**src/rtl/router_pkt_tx_if.sv**
```systemverilog
// router_pkt_tx_if: host stream, router link and status signals of the packet transmitter
interface router_pkt_tx_if;
  logic       start;
  logic [1:0] dest;
  logic [5:0] len;
  logic       corrupt_parity;
  logic [7:0] in_data;
  logic       in_valid;
  logic       in_ready;
  logic       busy;
  logic       err;
  logic       pkt_valid;
  logic [7:0] data_out;
  logic       tx_idle;
  logic       cfg_err;
  logic       done;
  logic       pkt_err;
  logic [7:0] parity_out;
  modport master (
    output start, dest, len, corrupt_parity, in_data, in_valid, busy, err,
    input  in_ready, pkt_valid, data_out, tx_idle, cfg_err, done, pkt_err, parity_out
  );
  modport slave (
    input  start, dest, len, corrupt_parity, in_data, in_valid, busy, err,
    output in_ready, pkt_valid, data_out, tx_idle, cfg_err, done, pkt_err, parity_out
  );
endinterface

```
**src/rtl/router_pkt_tx.sv**
```systemverilog
// router_pkt_tx: buffers a payload, then sends header/payload/parity to the router and captures err
module router_pkt_tx #(
  parameter int MAXLEN   = 63,
  parameter int ERR_WAIT = 3
) (
  input logic           clk,
  input logic           resetn,
  router_pkt_tx_if.slave bus
);
  typedef enum logic [2:0] {IDLE, LOAD, HEADER, PAYLOAD, PARITY, CHECK} state_t;
  state_t     state_q, state_d;
  logic [1:0] dest_q, dest_d;
  logic [5:0] len_q, len_d, wr_cnt_q, wr_cnt_d, rd_idx_q, rd_idx_d;
  logic       corrupt_q, corrupt_d, pkt_err_q, pkt_err_d, cfg_err_q, cfg_err_d, done_q, done_d, we;
  logic [7:0] par_q, par_d, parity_out_q, parity_out_d, wait_cnt_q, wait_cnt_d;
  logic [7:0] mem_q [MAXLEN];
  logic [7:0] header, par_tx;
  assign header = {len_q, dest_q};
  assign par_tx = par_q ^ {8{corrupt_q}};
  assign bus.in_ready   = state_q == LOAD;
  assign bus.pkt_valid  = state_q == HEADER || state_q == PAYLOAD;
  assign bus.tx_idle    = state_q == IDLE;
  assign bus.cfg_err    = cfg_err_q;
  assign bus.done       = done_q;
  assign bus.pkt_err    = pkt_err_q;
  assign bus.parity_out = parity_out_q;
  assign bus.data_out   = state_q == HEADER  ? header :
                          state_q == PAYLOAD ? mem_q[rd_idx_q] :
                          (state_q == PARITY || state_q == CHECK) ? par_tx : 8'h00;
  always_comb begin
    state_d      = state_q;
    dest_d       = dest_q;
    len_d        = len_q;
    corrupt_d    = corrupt_q;
    par_d        = par_q;
    wr_cnt_d     = wr_cnt_q;
    rd_idx_d     = rd_idx_q;
    wait_cnt_d   = wait_cnt_q;
    pkt_err_d    = pkt_err_q;
    parity_out_d = parity_out_q;
    cfg_err_d    = 1'b0;
    done_d       = 1'b0;
    we           = 1'b0;
    case (state_q)
      IDLE: if (bus.start) begin
        if (bus.dest != 2'd3 && bus.len != 6'd0) begin
          dest_d    = bus.dest;
          len_d     = bus.len;
          corrupt_d = bus.corrupt_parity;
          par_d     = {bus.len, bus.dest};
          pkt_err_d = 1'b0;
          wr_cnt_d  = 6'd0;
          state_d   = LOAD;
        end else cfg_err_d = 1'b1;
      end
      LOAD: if (bus.in_valid) begin
        we       = 1'b1;
        par_d    = par_q ^ bus.in_data;
        wr_cnt_d = wr_cnt_q + 6'd1;
        state_d  = wr_cnt_q == len_q - 6'd1 ? HEADER : LOAD;
      end
      HEADER: if (!bus.busy) begin
        rd_idx_d = 6'd0;
        state_d  = PAYLOAD;
      end
      PAYLOAD: if (!bus.busy) begin
        rd_idx_d = rd_idx_q + 6'd1;
        state_d  = rd_idx_q == len_q - 6'd1 ? PARITY : PAYLOAD;
      end
      PARITY: if (!bus.busy) begin
        parity_out_d = par_q;
        wait_cnt_d   = 8'd0;
        state_d      = CHECK;
      end
      CHECK: begin
        pkt_err_d  = pkt_err_q | bus.err;
        wait_cnt_d = wait_cnt_q + 8'd1;
        if (wait_cnt_q == 8'(ERR_WAIT - 1)) begin
          done_d  = 1'b1;
          state_d = IDLE;
        end
      end
      default: state_d = IDLE;
    endcase
  end
  always_ff @(posedge clk) begin
    if (!resetn) begin
      state_q      <= IDLE;
      dest_q       <= 2'd0;
      len_q        <= 6'd0;
      corrupt_q    <= 1'b0;
      par_q        <= 8'h00;
      wr_cnt_q     <= 6'd0;
      rd_idx_q     <= 6'd0;
      wait_cnt_q   <= 8'd0;
      pkt_err_q    <= 1'b0;
      parity_out_q <= 8'h00;
      cfg_err_q    <= 1'b0;
      done_q       <= 1'b0;
    end else begin
      state_q      <= state_d;
      dest_q       <= dest_d;
      len_q        <= len_d;
      corrupt_q    <= corrupt_d;
      par_q        <= par_d;
      wr_cnt_q     <= wr_cnt_d;
      rd_idx_q     <= rd_idx_d;
      wait_cnt_q   <= wait_cnt_d;
      pkt_err_q    <= pkt_err_d;
      parity_out_q <= parity_out_d;
      cfg_err_q    <= cfg_err_d;
      done_q       <= done_d;
    end
  end
  // Payload storage needs no reset: a new packet always rewrites every byte it reads back.
  always_ff @(posedge clk) begin
    if (resetn && we) mem_q[wr_cnt_q] <= bus.in_data;
  end
endmodule

```
**src/flat_wrapper.sv**
```systemverilog
// flat-port wrapper written by rule: the top's interface ports become plain ports
module router_pkt_tx_flat 
#(
  parameter int MAXLEN   = 63,
  parameter int ERR_WAIT = 3
)
  (clk, resetn, bus_start, bus_dest, bus_len, bus_corrupt_parity, bus_in_data, bus_in_valid, bus_busy, bus_err, bus_in_ready, bus_pkt_valid, bus_data_out, bus_tx_idle, bus_cfg_err, bus_done, bus_pkt_err, bus_parity_out);
  router_pkt_tx_if bus_i ();
  input logic clk;
  input logic resetn;
  input wire logic [$bits(bus_i.start)-1:0] bus_start;
  input wire logic [$bits(bus_i.dest)-1:0] bus_dest;
  input wire logic [$bits(bus_i.len)-1:0] bus_len;
  input wire logic [$bits(bus_i.corrupt_parity)-1:0] bus_corrupt_parity;
  input wire logic [$bits(bus_i.in_data)-1:0] bus_in_data;
  input wire logic [$bits(bus_i.in_valid)-1:0] bus_in_valid;
  input wire logic [$bits(bus_i.busy)-1:0] bus_busy;
  input wire logic [$bits(bus_i.err)-1:0] bus_err;
  output wire logic [$bits(bus_i.in_ready)-1:0] bus_in_ready;
  output wire logic [$bits(bus_i.pkt_valid)-1:0] bus_pkt_valid;
  output wire logic [$bits(bus_i.data_out)-1:0] bus_data_out;
  output wire logic [$bits(bus_i.tx_idle)-1:0] bus_tx_idle;
  output wire logic [$bits(bus_i.cfg_err)-1:0] bus_cfg_err;
  output wire logic [$bits(bus_i.done)-1:0] bus_done;
  output wire logic [$bits(bus_i.pkt_err)-1:0] bus_pkt_err;
  output wire logic [$bits(bus_i.parity_out)-1:0] bus_parity_out;
  assign bus_i.start = bus_start;
  assign bus_i.dest = bus_dest;
  assign bus_i.len = bus_len;
  assign bus_i.corrupt_parity = bus_corrupt_parity;
  assign bus_i.in_data = bus_in_data;
  assign bus_i.in_valid = bus_in_valid;
  assign bus_i.busy = bus_busy;
  assign bus_i.err = bus_err;
  assign bus_in_ready = bus_i.in_ready;
  assign bus_pkt_valid = bus_i.pkt_valid;
  assign bus_data_out = bus_i.data_out;
  assign bus_tx_idle = bus_i.tx_idle;
  assign bus_cfg_err = bus_i.cfg_err;
  assign bus_done = bus_i.done;
  assign bus_pkt_err = bus_i.pkt_err;
  assign bus_parity_out = bus_i.parity_out;
  router_pkt_tx #(.MAXLEN(MAXLEN), .ERR_WAIT(ERR_WAIT)) u_core (.clk(clk), .resetn(resetn), .bus(bus_i));
endmodule
```
**config.mk**
```make
export PLATFORM = sky130hd
export DESIGN_NAME = router_pkt_tx_flat
export DESIGN_NICKNAME = d
export VERILOG_FILES = /design/src/rtl/router_pkt_tx_if.sv /design/src/rtl/router_pkt_tx.sv /design/src/flat_wrapper.sv
export SDC_FILE = /design/constraint.sdc
export NUM_CORES = 1
export LEC_CHECK = 0
export CORE_MARGIN = 1.5
export CORE_UTILIZATION = 65
export DETAILED_ROUTE_END_ITERATION = 12
export PLACE_DENSITY = 0.85
export SYNTH_ARGS = -nofsm -noshare
export SYNTH_HDL_FRONTEND = slang
export SYNTH_SLANG_ARGS = --single-unit
```
**constraint.sdc**
```tcl
create_clock -name clk -period 7.8 [get_ports clk]
set_clock_uncertainty 0.05 [all_clocks]
set_input_delay 1.56 -clock clk [delete_from_list [all_inputs] [get_ports clk]]
set_output_delay 1.56 -clock clk [all_outputs]
set_load 0.02 [all_outputs]
```
==> results.sh, run 1 <==
export IMPL_crit_path_end_kind="output pin"
export IMPL_fin_cells=1849
export IMPL_cts_sinks=561
export IMPL_fillers=1900
export IMPL_synth_distinct_cells=63
export IMPL_cp_top_family="multiplexers"
export IMPL_final_layout_size_suffix_gt1_frac=0.187
export IMPL_rows=68
export IMPL_post_cts_resized=0
export IMPL_cp_required_ps=6190
export IMPL_start_util=0.658
export IMPL_die_area_um2=36000
export IMPL_tightest_slew_ps=1330
export IMPL_path_common_cell="mux4_2"
export IMPL_ys_flop_type="edfxtp_1"
export IMPL_initialDrtViolationCount=1775
export IMPL_vias=12900
export IMPL_antenna_left=0
export IMPL_cts_hold_buf=0
export IMPL_die_y_um=190
export IMPL_min_period_ps=5820
export IMPL_gp_congestion=0.836
export IMPL_core_um2=34500
export IMPL_io_pin_count=45
export IMPL_crit_fanout=48
export IMPL_power_ir_vdd_worst_uv=231
export IMPL_htree_num_levels=2
export IMPL_async_reset_ff_frac=0
export IMPL_synth_most_common_cell="edfxtp_1"
export IMPL_antenna_found_initial=0
export IMPL_root_buffer="clkbuf_16"
export IMPL_port_buffers=44
export IMPL_drv_cap=0
export IMPL_crit_chain="buf_4 -> mux4_2 -> mux4_2 -> a22oi_1 -> nand3_1 -> clkdlybuf4s50_1"
export IMPL_routed_wl_um=54800
export IMPL_synth_area_um2=22700
export IMPL_clock_latency_ps=590
export IMPL_cpMaxStageDelayCell="dfxtp_4"
export IMPL_fin_hold_ws_ps=408
export IMPL_synthTopCellsByCount="edfxtp_1, mux4_2, nor2_1"
export IMPL_design_area_um2=25100
export IMPL_synth_seq_area_share=0.718
export IMPL_dpl_cell_area_um2=23400
export IMPL_cts_tree="done"
export IMPL_max_clock_freq_ghz=0.172
export IMPL_first_pass_iters=5
export IMPL_clk_pin_slew_ps=70
export IMPL_synth_top_cell_by_area="edfxtp_1"
export IMPL_syn_nets=1343
export IMPL_syn_to_final_growth_pct=10.8
export IMPL_avgRoutedWirePerCell_um=29.6
export IMPL_overflow=0
export IMPL_syn_inst=1315
export IMPL_finish_net_count=1380
export IMPL_worstPathArrival_ps=4210
export IMPL_status="finished, final reports clean"
export IMPL_drc_errors=0
export IMPL_numCtsBuffers=51
export IMPL_ys_ff_latch=561
export IMPL_ys_warn_count=0
export IMPL_cts_buffer_depth=3
export IMPL_n_antenna_cell=0
export IMPL_cts_setup_buffers=0
export IMPL_drv_slew=0
export IMPL_setup_tns_final_ps=0
export IMPL_power_density_nw_per_um2=237
export IMPL_power_leakage_nw=7.78
export IMPL_dp_hpwl_um=30400
export IMPL_startpoint_type="register"
export IMPL_setup_viol_count_final=0
export IMPL_dp_cells=1754
export IMPL_max_stage_delay_ps=990
export IMPL_avgSynthCellArea_um2=17.2
export IMPL_path_buf_inv=2
export IMPL_utilization=0.728
export IMPL_die_width_um=190
export IMPL_relSlewSlack=0.114
export IMPL_synth_edf_count=504
export IMPL_synth_area_top_cells="edfxtp_1, mux4_2, dfxtp_1"
export IMPL_track_usage=0.314
export IMPL_grt_pass1_wl_um=81900
export IMPL_grt_max_degree=98
export IMPL_path_class="register to output pin"
export IMPL_hp_class="register to register"
export IMPL_finalHoldViolations=0
export IMPL_fin_crit_sh=0.746
export IMPL_yosysTopAreaCellShare=0.668
export IMPL_rsz0062_at_grt="false"
export IMPL_grt_pass1_vias=12800
export IMPL_routed_via_density=6.99
-- report_power, final --
| part | internal (W) | leakage (nW) | switching (W) |
|---|---|---|---|
| Clock | 0.00140 | 0.820 | 0.00111 |
| Combinational | 0.0000456 | 1.97 | 0.0000985 |
| Sequential | 0.00328 | 4.99 | 0.0000191 |
-- cell usage in the layout, fill, tap and decap left out, drive strengths merged, types with 5 or more instances in the layout --
cell	n
o21ai	38
and2	8
inv	11
nand2b	14
bufinv	6
clkinv	31
ha	5
nor3	10
buf	22
o22ai	10
edfxtp	504
a21oi	32
nand3	35
mux2	17
mux2i	30
mux4	122
xor2	22
clkdlybuf4s50	36
a22oi	25
nand3b	11
a211oi	5
dfxtp	57
and3	7
nand4	8
clkbuf	53
nor2	122
a221oi	5
nand2	94
nor2b	6
-- routing by layer --
layer	GRT usage	vias to the layer above	part of all wire
met2	0.507	979	0.49
li1	-	5263	-
met3	0.0576	169	0.10
met4	0.141	0	0.045
met5	0	-	0
met1	0.426	6519	0.36
-- layout make-up --
cell class	count	area (µm²)	area share
multi-input cells	670	6010	0.239
inverters	10	37.5	0.00150
clock inverters	42	385	0.0154
flip-flops and latches	561	16300	0.649
well taps	455	569	0.0227
clock buffers	53	1280	0.0511
repair buffers	58	531	0.0211
-- worst min-delay path, delay by kind of cell, from the launching register on --
kind               cells  cell delay [ps]
and+or+nand+nor        1               50
DFF                    1              310
AOI/OAI and AO/OA      1               50
-- registers in the layout, indices dropped and copies added (netlist names), 2 cells and up, named ones only --
signal / flops
u_core.bus.parity_out: 8
u_core.dest_q: 2
u_core.len_q: 6
u_core.mem_q: 504
u_core.par_q: 8
u_core.rd_idx_q: 6
u_core.state_q: 3
u_core.wait_cnt_q: 8
u_core.wr_cnt_q: 6
-- per-stage QoR --
stage               worst slack, ps  power [W]
finish                         1980    0.00596
global route                   1830    0.00608
CTS                            1980    0.00596
detailed placement             2690    0.00350
global placement               2680    0.00350
floorplan                      4010    0.00343
-- cells by family after synthesis --
family,Yosys count,synth area share
flip-flops,561,0.718
AND/OR/NAND/NOR,331,0.0678
multiplexers,169,0.143
buffers and inverters,84,0.0167
AO/OA/AOI/OAI,138,0.0399
adder cells (fa/ha/maj),5,0.00276
XOR/XNOR,27,0.0117
-- final timing paths --
path / from / endpoint / slack, ps / depth (start not counted)
worst min-delay path: u_core.bus.parity_out[0]$_SDFFE_PN0P_ / u_core.bus.parity_out[0]$_SDFFE_PN0P_ / 410 / 2
worst max-delay path: register / bus_data_out[5] / 1980 / 6
worst max register to register: u_core.state_q[0]$_SDFFE_PN0P_ / u_core.mem_q[26][0]$_DFFE_PP_ / 3330 / 6
worst min register to register: u_core.bus.parity_out[0]$_SDFFE_PN0P_ / u_core.bus.parity_out[0]$_SDFFE_PN0P_ / 410 / 2
Note: power is estimated with default switching activity, not from simulation.
==> run 2: changes to the inputs <==
- CORE_UTILIZATION: 65 -> 62
- PLACE_DENSITY: 0.85 -> 0.81
- clock period: 7.8 -> 5.85 ns (I/O delays scaled with it)
==> run 2 against run 1 <==
Against the previous run: critical endpoint is now bus_data_out[0]; global-route usage is 3.0 points lower; worst setup slack worse by 1200 ps; core utilization fell by 2.0 points; final area is 0.93% higher; sequential cell count is the same; critical path depth up 2; worst hold slack got worse by 1.9 ps; clock-buffer cell count grew 6; the flow now finishes with violations (design-rule violations); register-to-register slack worse by 1400 ps; wire length shrank 3.8%; total power up 38%; via count fell by 3.2%.
==> results.sh, run 2 (synthesized netlist as in run 1, its figures left out) <==
export IMPL_cts_hold_buf=0
export IMPL_violations="design-rule violations"
export IMPL_finish_net_count=1384
export IMPL_drv_cap=0
export IMPL_die_width_um=194
export IMPL_power_ir_vdd_worst_uv=356
export IMPL_setup_viol_count_final=0
export IMPL_reg2regPathDepth=7
export IMPL_grt_max_degree=66
export IMPL_avgRoutedWirePerCell_um=28.3
export IMPL_status="complete, but fails checks"
export IMPL_die_y_um=194
export IMPL_routed_wl_um=52700
export IMPL_root_buffer="clkbuf_16"
export IMPL_regToRegSetupSlack_ps=1910
export IMPL_antenna_left=0
export IMPL_drc_errors=5
export IMPL_port_buffers=44
export IMPL_grt_pass1_wl_um=78500
export IMPL_vias=12500
export IMPL_r2r_start="u_core.state_q[0]$_SDFFE_PN0P_"
export IMPL_largest_reg_flops=504
export IMPL_power_density_nw_per_um2=325
export IMPL_layout_commonest_cell="edfxtp_1"
export IMPL_max_clock_freq_ghz=0.199
export IMPL_dp_hpwl_um=30400
export IMPL_overflow=0
export IMPL_startpoint_type="register"
export IMPL_die_area_um2=37700
export IMPL_finalHoldViolations=0
export IMPL_worstHoldStart="u_core.bus.parity_out[2]$_SDFFE_PN0P_"
export IMPL_n_antenna_cell=0
export IMPL_routed_via_density=6.72
export IMPL_drv_slew=0
export IMPL_post_cts_resized=0
export IMPL_tightest_slew_ps=1310
export IMPL_largest_register="u_core.mem_q"
export IMPL_dpl_cell_area_um2=23500
export IMPL_cp_required_ps=4630
export IMPL_cts_tree="done"
export IMPL_initialDrtViolationCount=1439
export IMPL_antenna_found_initial=0
export IMPL_rr_endpoint="u_core.mem_q[60][4]$_DFFE_PP_"
export IMPL_holdPathEnd="u_core.bus.parity_out[2]$_SDFFE_PN0P_"
export IMPL_worstPathArrival_ps=3810
export IMPL_layout_common_cells="edfxtp_1, mux4_2, nor2_1"
export IMPL_rows=69
export IMPL_design_area_um2=25300
export IMPL_final_layout_size_suffix_gt1_frac=0.189
export IMPL_rsz0062_at_grt="false"
export IMPL_setup_tns_final_ps=0
export IMPL_relSlewSlack=0.129
export IMPL_gp_congestion=0.876
export IMPL_crit_path_end_kind="output pin"
export IMPL_clock_latency_ps=600
export IMPL_cts_buffer_depth=3
export IMPL_crit_fanout=23
export IMPL_fin_crit_sh=0.860
export IMPL_start_util=0.634
export IMPL_clk_pin_slew_ps=60
export IMPL_cts_sinks=561
export IMPL_cts_setup_buffers=0
export IMPL_core_um2=35700
export IMPL_htree_num_levels=2
export IMPL_hp_class="register to register"
export IMPL_path_class="register to output pin"
export IMPL_track_usage=0.285
export IMPL_numCtsBuffers=52
export IMPL_hold_depth=2
export IMPL_syn_to_final_growth_pct=11.8
export IMPL_power_leakage_nw=7.89
export IMPL_grt_pass1_vias=12600
export IMPL_fillers=2134
export IMPL_min_period_ps=5030
export IMPL_io_pin_count=45
export IMPL_first_pass_iters=9
## run 2: metrics by stage
stage / hold WS [ps] / worst slack, ps / std cells / total power [W] / utilization
global placement: 398 / 1470 / 1763 / 0.00466 / 0.657
detailed placement: 399 / 1470 / 1763 / 0.00467 / 0.657
floorplan: 397 / 2450 / 1315 / 0.00457 / -
finish: 406 / 818 / 1861 / 0.00824 / 0.709
global route: 429 / 650 / 1861 / 0.00841 / 0.709
CTS: 409 / 778 / 1861 / 0.00826 / 0.709
## run 2: layer usage
layer | wire length, µm | GRT usage | vias up | share of wire
met5 | 0 | 0 | - | 0
li1 | - | - | 5274 | -
met1 | 19700 | 0.376 | 6394 | 0.37
met2 | 26300 | 0.472 | 747 | 0.50
met4 | 1620 | 0.0987 | 0 | 0.031
met3 | 5120 | 0.0654 | 100 | 0.097
## run 2: power breakdown
group | total (W) | switching (W) | leakage [nW] | internal [W]
logic | 0.000192 | 0.000130 | 1.99 | 0.0000616
registers | 0.00440 | 0.0000239 | 4.99 | 0.00437
clock network | 0.00365 | 0.00148 | 0.903 | 0.00217
total | 0.00824 | 0.00163 | 7.89 | 0.00660
## run 2: how the worst max path moves through the flow
| stage | end | cells past startpoint | slack (ps) | start |
|---|---|---|---|---|
| after floorplan | bus_data_out[6] | 8 | 2450 | register |
| after global placement | bus_data_out[2] | 8 | 1470 | register |
| after detailed placement | bus_data_out[2] | 8 | 1470 | register |
| after CTS | bus_data_out[0] | 8 | 780 | register |
| after global routing | bus_data_out[2] | 8 | 650 | register |
| final | bus_data_out[0] | 8 | 820 | register |
## run 2: area by class of cell
type / count / area [µm²] / share of cell area
clock inverter: 39 / 478 / 0.0189
timing repair buffer: 61 / 578 / 0.0228
sequential: 561 / 16300 / 0.643
inverter: 10 / 37.5 / 0.00148
tap: 461 / 577 / 0.0228
multi-input combinational: 670 / 6010 / 0.237
clock buffer: 59 / 1370 / 0.0541
## run 2: worst max-delay path, stage by stage (launching register included)
cell	delay, ps
dfxtp_4	650
buf_4	460
mux4_2	560
mux4_2	470
nand2_1	100
nand2_1	90
nand2_1	100
nand3_1	170
clkdlybuf4s50_1	600
==> variant 1: new RTL, config.mk and constraints of run 2 <==
`MAXLEN` is set to 63 in 2 places; all go to 126.
--- a/src/rtl/router_pkt_tx.sv
+++ b/src/rtl/router_pkt_tx.sv
@@ -1,6 +1,6 @@
 // router_pkt_tx: buffers a payload, then sends header/payload/parity to the router and captures err
 module router_pkt_tx #(
-  parameter int MAXLEN   = 63,
+  parameter int MAXLEN   = 126,
   parameter int ERR_WAIT = 3
 ) (
   input logic           clk,
--- a/src/flat_wrapper.sv
+++ b/src/flat_wrapper.sv
@@ -1,7 +1,7 @@
 // flat-port wrapper written by rule: the top's interface ports become plain ports
 module router_pkt_tx_flat 
 #(
-  parameter int MAXLEN   = 63,
+  parameter int MAXLEN   = 126,
   parameter int ERR_WAIT = 3
 )
   (clk, resetn, bus_start, bus_dest, bus_len, bus_corrupt_parity, bus_in_data, bus_in_valid, bus_busy, bus_err, bus_in_ready, bus_pkt_valid, bus_data_out, bus_tx_idle, bus_cfg_err, bus_done, bus_pkt_err, bus_parity_out);
Check against the original RTL: same outputs for any inputs over 4 cycles, from zero or initial values and one cycle with resetn low; that may be too few to reach the edited logic, so the function may still have changed.
==> variant 1 against run 2 <==
- critical path type unchanged
- critical path depth fell by 2
- worst setup slack got worse by 520 ps
- cell area grew 0.64%
- global-route usage is 0.95 points higher
- area after synthesis up 0.90%
- synthesized cell count down 3.4%
- routed wire length increased by 4.2%
- total power shrank 0.58%
- largest power group unchanged
- sequential cell count is 8 higher
==> variant 1: results (changes against run 2) <==
<table>
<tr><th>Metric</th><th>Value</th></tr>
<tr><th colspan="2">Min path</th></tr>
<tr><td>Hold Path End</td><td>u_core.bus.parity_out[6] (was u_core.bus.parity_out[2])</td></tr>
<tr><th colspan="2">Synthesis</th></tr>
<tr><td>Largest cells by area after synthesis</td><td>sky130_fd_sc_hd__edfxtp_1, sky130_fd_sc_hd__mux4_2, sky130_fd_sc_hd__dfxtp_1, sky130_fd_sc_hd__nor2_1, sky130_fd_sc_hd__mux2i_1 (was sky130_fd_sc_hd__edfxtp_1, sky130_fd_sc_hd__mux4_2, sky130_fd_sc_hd__dfxtp_1, sky130_fd_sc_hd__nor2_1, sky130_fd_sc_hd__nand2_1)</td></tr>
<tr><td>Cell variety after synth</td><td>66 (was 63)</td></tr>
<tr><td>Sequential cell area fraction in the yosys report</td><td>72.2% (was 71.8%)</td></tr>
<tr><th colspan="2">Drt</th></tr>
<tr><td>Total iterations of the first detailed-routing run</td><td>8 (was 9)</td></tr>
<tr><td>Uppermost signal routing layer after detailed routing</td><td>met5 (was met4)</td></tr>
<tr><td>Violation count after the first detailed-route iteration</td><td>1590 (was 1439)</td></tr>
<tr><td>Average wire per cell in the routed design</td><td>30.0 um (was 28.3 um)</td></tr>
<tr><th colspan="2">Final layout</th></tr>
<tr><td>Largest register FFs</td><td>512 (was 504)</td></tr>
<tr><td>Number of nets in the final layout</td><td>1348 (was 1384)</td></tr>
<tr><td>Clock distribution area overhead in the final layout</td><td>6.94% (was 7.29%)</td></tr>
<tr><td>Flip-flop and latch count</td><td>569 (was 561)</td></tr>
<tr><td># fillers</td><td>2124 (was 2134)</td></tr>
<tr><th colspan="2">Placed design</th></tr>
<tr><td>Setup WS pre-CTS</td><td>971 ps (was 1470 ps)</td></tr>
<tr><th colspan="2">Pwr</th></tr>
<tr><td>Maximum VDD drop</td><td>0.241 mV (was 0.356 mV)</td></tr>
<tr><td>Sw frac</td><td>20.7% (was 19.8%)</td></tr>
<tr><th colspan="2">Setup path</th></tr>
<tr><td>Reg-to-Reg End</td><td>u_core.mem_q[60][0] (was u_core.mem_q[60][4])</td></tr>
<tr><td>Crit-path max FO</td><td>29 (was 23)</td></tr>
<tr><td>Slowest library cell on the worst path</td><td>sky130_fd_sc_hd__a2111oi_0 (was sky130_fd_sc_hd__dfxtp_4)</td></tr>
<tr><td>Setup slack of the worst register-to-register path</td><td>1730 ps (was 1910 ps)</td></tr>
<tr><th colspan="2">Global routing</th></tr>
<tr><td>Vias in the first global route</td><td>12458 (was 12583)</td></tr>
<tr><td>M3 GR Usage</td><td>6.42% (was 6.54%)</td></tr>
<tr><td>Met1 demand-to-capacity share in global routing</td><td>40.6% (was 37.6%)</td></tr>
<tr><th colspan="2">STA</th></tr>
<tr><td>Post-route worst hold slack</td><td>419 ps (was 406 ps)</td></tr>
<tr><th colspan="2">Run status</th></tr>
<tr><td>Outcome</td><td>complete, no violations (was finished, violations left)</td></tr>
</table>
## variant 1: changes by cell type in the layout (fill, tap and decap cells not counted), sizes merged, moves of 13 or more
cell and delta:
a22oi -16, a21oi -16, nand3 -14, mux2 -13, nor2 -19, o21ai -18
nand2 -40
## variant 1: worst max-delay path by stage
stage	start	end	slack, ps	cells past startpoint
global placement	register	bus_data_out[0]	1020	7
floorplan	register	bus_data_out[1]	2560	8
detailed placement	register	bus_data_out[0]	970	7
CTS	register	bus_data_out[0]	340	7
finish	register	bus_data_out[5]	300	6
global route	register	bus_data_out[5]	190	6
## variant 1: critical path, delay by kind of cell, from the launching register on
family / cells / cell delay [ps]
compound gates: 2 / 1080
buf+inv: 2 / 1420
flops: 1 / 740
mux: 1 / 320
simple gates: 1 / 160
## variant 1: cell families after synthesis
kind of cell / count (synthesis) / synth area share (%)
mux: 166 / 14.2
buf+inv: 86 / 1.70
flops: 569 / 72.2
compound gates: 136 / 4.44
xor+xnor: 29 / 1.17
fa+ha+maj: 5 / 0.274
simple gates: 279 / 6.01
==> variant 2: new RTL, config.mk and constraints of run 2 <==
Without the edit above. Re-encode `state_t` (6 states) as one-hot, 6 bits wide.
--- a/src/rtl/router_pkt_tx.sv
+++ b/src/rtl/router_pkt_tx.sv
@@ -7,7 +7,7 @@
   input logic           resetn,
   router_pkt_tx_if.slave bus
 );
-  typedef enum logic [2:0] {IDLE, LOAD, HEADER, PAYLOAD, PARITY, CHECK} state_t;
+  typedef enum logic [5:0] {IDLE = 6'b000001, LOAD = 6'b000010, HEADER = 6'b000100, PAYLOAD = 6'b001000, PARITY = 6'b010000, CHECK = 6'b100000} state_t;
   state_t     state_q, state_d;
   logic [1:0] dest_q, dest_d;
   logic [5:0] len_q, len_d, wr_cnt_q, wr_cnt_d, rd_idx_q, rd_idx_d;
Check against the original RTL: same outputs for any inputs over 4 cycles, from zero or initial values and one cycle with resetn low; so few cycles prove little.
==> variant 2 against run 2 <==
- sequential cell count up 3
- synthesized cell count rose by 1.1%
- fmax fell by 4.4%
- via count increased by 1.2%
- routed wire length is 0.84% lower
- total power grew 0.94%
- area after synthesis is 1.4% higher
- worst setup slack worse by 230 ps
- count of clock-buffer cells in the layout up 15
- cell area up 0.88%
- clock power is 5% lower
- worst hold slack improved by 3.3 ps
- final cell count up 1.6%
- largest cell class unchanged
==> variant 2: results (changes against run 2) <==
<table>
<tr><th>Metric</th><th>Value</th></tr>
<tr><th colspan="2">Final layout</th></tr>
<tr><td># fillers</td><td>2203 (was 2134)</td></tr>
<tr><td>Non-Filler Instances</td><td>1890 (was 1861)</td></tr>
<tr><th colspan="2">Drt</th></tr>
<tr><td>Overall via count from detail_route</td><td>12671 (was 12515)</td></tr>
<tr><td>Average wire per cell in the routed design</td><td>27.6 um (was 28.3 um)</td></tr>
<tr><td>Total iterations of the first detailed-routing run</td><td>5 (was 9)</td></tr>
<tr><th colspan="2">Synthesis</th></tr>
<tr><td>Largest cells by area after synthesis</td><td>sky130_fd_sc_hd__edfxtp_1, sky130_fd_sc_hd__mux4_2, sky130_fd_sc_hd__dfxtp_1, sky130_fd_sc_hd__mux2i_1, sky130_fd_sc_hd__nor2_1 (was sky130_fd_sc_hd__edfxtp_1, sky130_fd_sc_hd__mux4_2, sky130_fd_sc_hd__dfxtp_1, sky130_fd_sc_hd__nor2_1, sky130_fd_sc_hd__nand2_1)</td></tr>
<tr><td>Synth Area per Inst</td><td>17.3 um^2 (was 17.2 um^2)</td></tr>
<tr><td>Sequential cell area fraction in the yosys report</td><td>71.1% (was 71.8%)</td></tr>
<tr><td>Flops &amp; latches, synth</td><td>564 (was 561)</td></tr>
<tr><th colspan="2">Setup path</th></tr>
<tr><td>CP peak stage delay</td><td>830 ps (was 650 ps)</td></tr>
<tr><td>Signal arrival time at the worst endpoint</td><td>4050 ps (was 3810 ps)</td></tr>
<tr><td>Crit-path max FO</td><td>40 (was 23)</td></tr>
<tr><th colspan="2">Pwr</th></tr>
<tr><td>Leakage power of the design</td><td>7.78 nW (was 7.89 nW)</td></tr>
<tr><th colspan="2">Placed design</th></tr>
<tr><td>Post-placement cell count</td><td>1793 (was 1763)</td></tr>
<tr><td>HPWL after detailed placement</td><td>31100 um (was 30400 um)</td></tr>
<tr><td>Routability congestion estimate</td><td>0.829 (was 0.876)</td></tr>
<tr><th colspan="2">Run status</th></tr>
<tr><td>Outcome</td><td>complete, no violations (was finished, violations left)</td></tr>
<tr><th colspan="2">Global routing</th></tr>
<tr><td>Pin count of the biggest net entering global routing</td><td>68 (was 66)</td></tr>
<tr><td>Global-route wire length before repair</td><td>79000 um (was 78500 um)</td></tr>
<tr><th colspan="2">STA</th></tr>
<tr><td>Transition time of the tightest slew-check pin</td><td>1190 ps (was 1310 ps)</td></tr>
</table>
variant 2: cell types whose count changed in the layout (fill, tap and decap cells not counted), sizes merged, moves of 10 or more:
cell,before,now
a21oi,32,58
buf,25,35
clkbuf,59,74
mux2i,30,58
nand2,94,78
nand3,35,24
nor2,122,104
nor3b,2,13
o211ai,0,11
o22ai,10,0
variant 2: worst max-delay path: cells and delay by family, from the launching register on:
family	cells	cell delay [ps]
AO/OA/AOI/OAI	3	1070
flip-flops	1	830
multiplexers	1	590
buffers and inverters	1	580
AND/OR/NAND/NOR	2	340
variant 2: cell type report:
cell class              instances  area [um^2]  share of cell area (%)
well taps                     468          586                    2.29
inverters                      11         41.3                   0.162
multi-input cells             679         6170                    24.2
clock buffers                  74         1520                    5.94
repair buffers                 71          641                    2.51
flip-flops and latches        564        16300                    64.0
clock inverters                23          250                   0.979
variant 2: cells by family after synthesis:
logic type | synth area share, %
DFF | 71.1
and+or+nand+nor | 6.42
muxes | 14.4
AOI/OAI and AO/OA | 4.59
buffers and inverters | 2.00
xor gates and xnor gates | 1.20
adders and majority gates | 0.272
variant 2: power by group:
part           total [W]  internal, W  switching [W]
registers        0.00446      0.00441      0.0000491
clock network    0.00348      0.00203        0.00146
logic           0.000369     0.000130       0.000239
variant 2: per-layer routing:
metal  vias to the layer above  wire [um]  part of all wire [%]  track usage, %
li1                       5388          -                     -               -
met1                      6440      20200                    39            38.6
met2                       715      25700                    49            45.5
met3                       128       4630                   8.9            6.22
met4                         0       1730                   3.3            9.96
met5                         -          0                     0               0
variant 2: per-stage QoR:
stage	utilization [%]	power [W]	instance area (um^2)	setup slack, ps
detailed placement	65.1	0.00491	23800	1280
floorplan	-	0.00477	23000	2520
finish	70.0	0.00832	25600	585
global route	70.0	0.00853	25600	421
CTS	70.0	0.00834	25600	566
global placement	65.1	0.00489	23800	1340
variant 2: final timing paths:
kind | from | to | slack [ps]
max | register | bus_data_out[6] | 580
min reg2reg | u_core.bus.parity_out[6] | u_core.bus.parity_out[6] | 410
min | u_core.bus.parity_out[6] | u_core.bus.parity_out[6] | 410
max reg2reg | u_core.state_q[2] | u_core.mem_q[6][1] | 1660
